==> src/rtl/mem_stage_ctrl_pkg.sv <==
// Shared definitions for the MEM-stage controller.
//   - memState_e : controller FSM states
//   - *_DEF      : default datapath / address / register widths
//   - NOP_CTRL   : control fields written into MEM/WB on a bubble
package mem_stage_ctrl_pkg;

  localparam int unsigned DATA_W_DEF = 16;
  localparam int unsigned ADDR_W_DEF = 16;
  localparam int unsigned REG_W_DEF  = 4;

  typedef enum logic [1:0] {
    IDLE   = 2'd0,
    ACCESS = 2'd1,
    DONE   = 2'd2
  } memState_e;

  typedef struct packed {
    logic we;
    logic hlt;
  } wbCtrl_t;

  localparam wbCtrl_t NOP_CTRL = '{we: 1'b0, hlt: 1'b0};

endpackage

==> src/rtl/mem_wait_timer.sv <==
// Wait-cycle counter for an outstanding memory access.
//   clk, rst_n : clock, asynchronous active-low reset
//   clr        : restart the count at zero (has priority over en)
//   en         : advance the count by one
//   expired    : count has reached TIMEOUT-1
module mem_wait_timer #(
  parameter int unsigned TIMEOUT = 15
) (
  input  logic clk,
  input  logic rst_n,
  input  logic clr,
  input  logic en,
  output logic expired
);

  logic [7:0] count;

  always_ff @(posedge clk or negedge rst_n) begin
    if (!rst_n) begin
      count <= '0;
    end else if (clr) begin
      count <= '0;
    end else if (en) begin
      count <= count + 8'd1;
    end
  end

  assign expired = (count == 8'(TIMEOUT - 1));

endmodule

==> src/rtl/mem_stage_ctrl.sv <==
// MEM-stage controller: runs multi-cycle data-memory accesses over a
// req/ack handshake, stalls EX/MEM and upstream while an access is
// outstanding, and owns the MEM/WB pipeline register.
//   EX/MEM in : dst_addrIn, weIn, mem_weIn, mem_reIn, hltIn, aluResultIn, mem_dataIn
//   memory    : mem_req, mem_wr, mem_addr, mem_wdata (out); mem_rdata, mem_ack (in)
//   pipeline  : stallMEM (out, drives stallEX)
//   MEM/WB out: wb_dataOut, dst_addrOut, weOut, hltOut
//   status    : mem_errOut, sticky access-timeout flag
module mem_stage_ctrl
  import mem_stage_ctrl_pkg::*;
#(
  parameter int unsigned DATA_W  = DATA_W_DEF,
  parameter int unsigned ADDR_W  = ADDR_W_DEF,
  parameter int unsigned REG_W   = REG_W_DEF,
  parameter int unsigned TIMEOUT = 15
) (
  input  logic              clk,
  input  logic              rst_n,
  input  logic [REG_W-1:0]  dst_addrIn,
  input  logic              weIn,
  input  logic              mem_weIn,
  input  logic              mem_reIn,
  input  logic              hltIn,
  input  logic [DATA_W-1:0] aluResultIn,
  input  logic [DATA_W-1:0] mem_dataIn,
  input  logic [DATA_W-1:0] mem_rdata,
  input  logic              mem_ack,
  output logic              mem_req,
  output logic              mem_wr,
  output logic [ADDR_W-1:0] mem_addr,
  output logic [DATA_W-1:0] mem_wdata,
  output logic              stallMEM,
  output logic [DATA_W-1:0] wb_dataOut,
  output logic [REG_W-1:0]  dst_addrOut,
  output logic              weOut,
  output logic              hltOut,
  output logic              mem_errOut
);

  memState_e         state;
  logic [DATA_W-1:0] rdBuf;
  logic              memop;
  logic              expired;

  assign memop = mem_reIn | mem_weIn;

  mem_wait_timer #(.TIMEOUT(TIMEOUT)) uTimer (
    .clk     (clk),
    .rst_n   (rst_n),
    .clr     ((state == IDLE) && memop),
    .en      (state == ACCESS),
    .expired (expired)
  );

  // Stall must rise in the same cycle a memory op is seen in IDLE, so it is
  // decoded from state rather than registered; gated by rst_n so it is low
  // throughout reset even while EX/MEM still presents a memory op.
  assign stallMEM = rst_n & (((state == IDLE) & memop) | (state == ACCESS));

  always_ff @(posedge clk or negedge rst_n) begin
    if (!rst_n) begin
      state       <= IDLE;
      mem_req     <= 1'b0;
      mem_wr      <= 1'b0;
      mem_addr    <= '0;
      mem_wdata   <= '0;
      rdBuf       <= '0;
      wb_dataOut  <= '0;
      dst_addrOut <= '0;
      weOut       <= 1'b0;
      hltOut      <= 1'b0;
      mem_errOut  <= 1'b0;
    end else begin
      // Bubble by default; wb_dataOut holds unless an instruction loads.
      dst_addrOut <= '0;
      weOut       <= NOP_CTRL.we;
      hltOut      <= NOP_CTRL.hlt;
      case (state)
        IDLE: begin
          if (memop) begin
            mem_addr  <= ADDR_W'(aluResultIn);
            mem_wdata <= mem_dataIn;
            mem_wr    <= mem_weIn;
            mem_req   <= 1'b1;
            state     <= ACCESS;
          end else begin
            wb_dataOut  <= aluResultIn;
            dst_addrOut <= dst_addrIn;
            weOut       <= weIn;
            hltOut      <= hltIn;
          end
        end
        ACCESS: begin
          // An ack coinciding with expiry completes normally.
          if (mem_ack) begin
            rdBuf   <= mem_rdata;
            mem_req <= 1'b0;
            state   <= DONE;
          end else if (expired) begin
            rdBuf      <= '0;
            mem_errOut <= 1'b1;
            mem_req    <= 1'b0;
            state      <= DONE;
          end
        end
        DONE: begin
          wb_dataOut  <= mem_wr ? aluResultIn : rdBuf;
          dst_addrOut <= dst_addrIn;
          weOut       <= weIn;
          hltOut      <= hltIn;
          state       <= IDLE;
        end
        default: begin
          mem_req <= 1'b0;
          state   <= IDLE;
        end
      endcase
    end
  end

endmodule

==> config.mk <==
export PLATFORM = sky130hd
export DESIGN_NAME = mem_stage_ctrl
export DESIGN_NICKNAME = d
export VERILOG_FILES = /design/src/rtl/mem_stage_ctrl_pkg.sv /design/src/rtl/mem_wait_timer.sv /design/src/rtl/mem_stage_ctrl.sv
export SDC_FILE = /design/constraint.sdc
export NUM_CORES = 1
export LEC_CHECK = 0
export CAP_MARGIN = 10
export CORE_MARGIN = 1.5
export CORE_UTILIZATION = 40
export CTS_CLUSTER_SIZE = 20
export DETAILED_ROUTE_END_ITERATION = 10
export PLACE_DENSITY = 0.69
export RECOVER_POWER = 50
export REMOVE_ABC_BUFFERS = 1
export SYNTH_ARGS = -nofsm -noshare
export SYNTH_HDL_FRONTEND = slang
export SYNTH_SLANG_ARGS = --single-unit
==> constraint.sdc <==
create_clock -name clk -period 1.9 [get_ports clk]
set_input_delay 0.285 -clock clk [delete_from_list [all_inputs] [get_ports clk]]
set_output_delay 0.285 -clock clk [all_outputs]
set_load 0.02 [all_outputs]
# [Word level (Yosys, flattened, before mapping)]
# Cells that the tools add are included.
[totals] input_bits=59 mem_bits_ro=0 out_inout_bits=58 ramBits=0 n_memories=0 regBits=83 latch_bits=0 elab_cells=57
[op_classes] muxes=21 shift=0 magnitude_cmp=0 bitwise_logic=6 mul=0 n_addsub=1 n_div=0 reduce_logical=11 eq_ne=6
[op_table] op="$mux 16" n=4
[op_table] op="$pmux 16 s2" n=1
[op_table] op="$mux 8" n=2
[op_table] op="$add 8x1->8 const B" n=1
[op_table] op="$eq 8x4->1 const B" n=1
[op_table] op="$pmux 4 s2" n=1
[op_table] op="$reduce_and 2->1" n=4
[op_table] op="$mux 2" n=3
[op_table] op="$reduce_and 3->1" n=2
[op_table] op="$reduce_bool 2->1" n=3
[op_table] op="$mux 1" n=5
[op_table] op="$mux 4" n=1
[op_table] op="$ne 2x2->1 const B" n=2
[op_table] op="$pmux 1 s2" n=2
[op_table] op="$pmux 2 s2" n=1
[op_table] op="$ne 3x3->1 const B" n=1
[op_table] op="$pmux 1 s3" n=1
[op_table] op="$and 1x1->1" n=2
[op_table] op="$eq 2x1->1 const B" n=1
[op_table] op="$eq 2x2->1 const B" n=1
[op_table] op="$logic_not 2->1" n=1
[op_table] op="$not 1->1" n=2
[op_table] op="$or 1x1->1" n=2
[op_table] op="$logic_and 1x1->1" n=1

# [Depth between registers and ports, before layout]
[logic_depth] ltp_word=4 ltp_mapped=6 depth_no_buf=5

# [Hierarchy]
# From an unflattened synthesis, not the netlist that was laid out.
[unflattened] cells_unflattened=230 hier_area_um2=3484.6
[modules_own_cells] mod="mem_stage_ctrl" area_per_inst_um2=3057.9 seq_area_each_um2=1876.8 instances=1 cells_per_inst=188
[modules_own_cells] mod="mem_wait_timer" area_per_inst_um2=426.7 seq_area_each_um2=200.2 instances=1 cells_per_inst=42

# [Worst setup path after synthesis]
# Ideal clock, no wire load.
[synth_path] path_kind="register -> register" start="register uTimer.count[0]" end="register state[0]" setup_ns=0.140 slack_ns=0.309 path_stages_with_launch=7 period_less_slack_ns=1.591 t_required_ns=1.760 t_arrival_ns=1.451 cell_sequence="dfrtp_1 -> inv_1 -> ha_1 -> or4b_4 -> o21bai_4 -> buf_6 -> o22ai_1"
[synth_between] elab_chain_cells=3
[synth_lines] item="from (decl)" line="mem_wait_timer.sv:16" source="logic [7:0] count;"
[synth_lines] item="from (signal assigned)" line="mem_wait_timer.sv:24" source="count <= count + 8'd1;"
[synth_lines] item="$eq 8x4->1" line="mem_wait_timer.sv:28" source="assign expired = (count == 8'(TIMEOUT - 1));"
[synth_lines] item="$ne 3x3->1 (no line)"
[synth_lines] item="$reduce_and 2->1 (no line)"
[synth_lines] item="to (signal assigned)" line="mem_stage_ctrl.sv:62" source="state <= IDLE;"
[synth_lines] item="to (signal assigned)" line="mem_stage_ctrl.sv:85" source="state <= ACCESS;"
[synth_lines] item="to (signal assigned)" line="mem_stage_ctrl.sv:98" source="state <= DONE;"
[synth_lines] item="to (decl)" line="mem_stage_ctrl.sv:40" source="memState_e state;"
# Every way passes these cells.
# A chain may end at the register's enable or synchronous reset.

# [Final worst setup path]
[layout_path] start="register state[1]" end="register mem_wdata[6]"
[layout_between] elab_chain_cells=2
[layout_lines] item="$logic_not 2->1" line="mem_stage_ctrl.sv:78" source="case (state)"
[layout_lines] item="$reduce_and 2->1 (no line)"
[layout_lines] item="to (signal assigned)" line="mem_stage_ctrl.sv:82" source="mem_wdata <= mem_dataIn;"
[layout_lines] item="to (decl)" line="mem_stage_ctrl.sv:31" source="output logic [DATA_W-1:0] mem_wdata,"
# Every way passes these cells.

==> results.json <==
{
  "latest_clock_arrival_within_the_worst_skew_pair_ns": 0.35,
  "drtAntennaViolNets": 0,
  "post_dp_cell_area_um2": 5040,
  "numPortBuffers": 116,
  "floorplan.die_area_um2": 9770,
  "worst_ir_drop_vdd_mv": 1.04,
  "die_height_um": 98.9,
  "critical_path_start_type": "flop",
  "synth.area.top_cells": "dfrtp_1 57%, mux2_2 15%, mux2i_1 4.6%",
  "status": "complete, but fails checks",
  "initial_core_util_pct": 41.7,
  "max_cap_violations": 0,
  "route.detailed.wl_per_inst_um": 16.0,
  "totalNegativeSetupSlack_ns": 0,
  "total_leakage_power_nw": 2.31,
  "worst-endpoint-arrival_ns": 2.00,
  "violated_checks": "design-rule violations",
  "max_freq_ghz": 0.565,
  "vias": 2694,
  "first_pass_iters": 7,
  "maxSlewHeadroom_pct": 51.0,
  "pin_count": 117,
  "critical_path_peak_fanout": 16,
  "route.final.wire_length_mm": 8.65,
  "dieWidth_um": 98.9,
  "synth_top_area_cell": "dfrtp_1",
  "power-per-cell-area_nw_per_um2": 1640,
  "postSynthRegisterBits": 83,
  "antenna_cells_inserted": 0,
  "drc": 5,
  "post-synth-top-area-fraction_pct": 56.5,
  "placement.setup.worst_slack_ns": -0.262,
  "grt_first_pass_wirelength_mm": 14.5,
  "post-route-period-util_pct": 93.1,
  "fp-row-count": 34,
  "synth_area_per_cell_um2": 12.1,
  "worst_pin_slew_ns": 0.735,
  "synth-warning-count": 0,
  "synth-edff-count": 0,
  "antenna_found_initial": 0,
  "grt_remaining_overflow": 0,
  "hp-class": "flop to flop",
  "timing.hold.worst.start": "uTimer.count[7]",
  "hold_viol": 0,
  "fin_nets": 491,
  "vias_per_cell": 4.98,
  "timing.clock.skew_ns": 0.00978,
  "dp_hpwl_mm": 5.89,
  "area.growth.synth_to_final_pct": 43.6,
  "final-instance-count-excl-fill": 541,
  "fp.coreArea_um2": 8810,
  "p_total_mw": 8.64,
  "final.setup.worst_slack_ns": 0.131,
  "cts_max_level": 3,
  "clockBufferDepth": 2,
  "path_clk_slew_ns": 0.08,
  "first_global_vias": 2886,
  "mappedNetlistArea_um2": 3670,
  "synthFlopType": "dfrtp_1",
  "fin_crit_ns": 1.77,
  "worstSetupEndpointType": "flop",
  "yosysSeqAreaShare_pct": 56.5,
  "cts_tree": "yes",
  "routabilityCongestion": 0.789,
  "postSynthCellCount": 304,
  "leading_cell_types_in_the_layout_fill_and_taps_excluded": "83 x dfrtp_1, 74 x clkdlybuf4s50_1, 48 x mux2_2",
  "maximum_number_of_pins_on_one_net_before_global_route_repair": 58,
  "drive_gt1_share_pct": 18.5,
  "dpl.cell_count": 526,
  "drt_iter0_markers": 87,
  "postSynth.asyncResetShare_pct": 100,
  "cp_data_required_time_ns": 2.13,
  "synth_cell_types": 38,
  "layout.cell_area.non_filler_um2": 5280,
  "final_common_cell": "dfrtp_1",
  "clock_sink_count": 83,
  "critical_path.reg2reg.startpoint": "state[1]",
  "maxSlewViolCount": 0,
  "cts_root_buf": "clkbuf_8",
  "path_class": "flop to flop",
  "cts_inserted_buffers": 9,
  "worst_setup_path_startpoint": "state[1]",
  "setup-violations-final": 0,
  "grtUsageTotal_pct": 19.3,
  "rsz0062_at_grt": "no"
}
==> critical path: stages, from the launching register on <==
cell,delay [ns]
dfrtp_1,0.46
or2_0,0.27
nor2_1,0.35
buf_12,0.21
mux2_2,0.35
==> registers in the layout, summed over array words and instances, names as in the netlist, 2 cells and up <==
name,cells
dst_addrOut,4
mem_wdata,16
rdBuf,16
uTimer.count,8
state,2
wb_dataOut,16
mem_addr,16
==> power breakdown <==
part	total [mW]	switching (mW)	internal, mW
Combinational	3.98	1.96	2.03
Sequential	3.02	0.463	2.55
Clock	1.64	0.647	0.992
==> metal layers <==
layer / GRT usage, % / up-vias / routed length (um)
li1: - / 1289 / -
met1: 25.6 / 1315 / 3890
met2: 29.5 / 85 / 3980
met5: 0 / - / 0
met3: 7.59 / 5 / 706
met4: 5.27 / 0 / 75
==> cells by family after synthesis <==
group	after synthesis	share of synthesized area [%]
DFF	83	56.5
muxes	65	19.3
AOI/OAI and AO/OA	53	9.81
buffers and inverters	53	6.61
and+or+nand+nor	48	7.05
adders and majority gates	2	0.681
==> final timing paths <==
kind | end | slack (ns) | cells after the start
setup reg to reg | mem_wdata[6] | 0.13 | 4
hold reg to reg | uTimer.count[7] | 0.48 | 1
min in group asynchronous | mem_wdata[12] | 0.57 | 3
setup / recovery | mem_wdata[6] | 0.13 | 4
max in group asynchronous | uTimer.count[7] | 0.27 | 4
hold / removal | uTimer.count[7] | 0.48 | 1
==> final cells by class <==
type                            count  area (um^2)
Fill cell                         761         3530
Clock buffer                        9          124
Sequential cell                    83         2080
Clock inverter                      5          128
Tap cell                          108          135
Inverter                           36          135
Timing Repair Buffer              132         1330
Multi-Input combinational cell    168         1350
==> timing repair <==
| item | in CTS | in global routing |
|---|---|---|
| setup buffers | 0 | 0 |
| resized for setup | 1 | 3 |
| endpoints found under the setup margin | 1 | 1 |
| hold buffers | 1 | 0 |
| hold endpoints to repair | 26 | 0 |
==> per-stage QoR <==
step	hold WS, ns	utilization [%]
final	0.476	59.9
after global routing	0.470	59.9
after CTS	0.465	60.2
after detailed placement	0.328	57.2
after global placement	0.326	57.2
after floorplan	-0.0106	-
==> cell usage after synthesis, types with 3 or more instances <==
cell type / count
nand2_1: 3
o21ai_0: 23
clkbuf_1: 6
nor3_1: 3
and2_1: 6
mux2i_1: 17
inv_1: 36
nor2_1: 20
nand3_1: 3
mux2_2: 48
a22oi_1: 16
buf_6: 4
buf_2: 5
dfrtp_1: 83
Note: power is estimated with default switching activity, not from simulation.
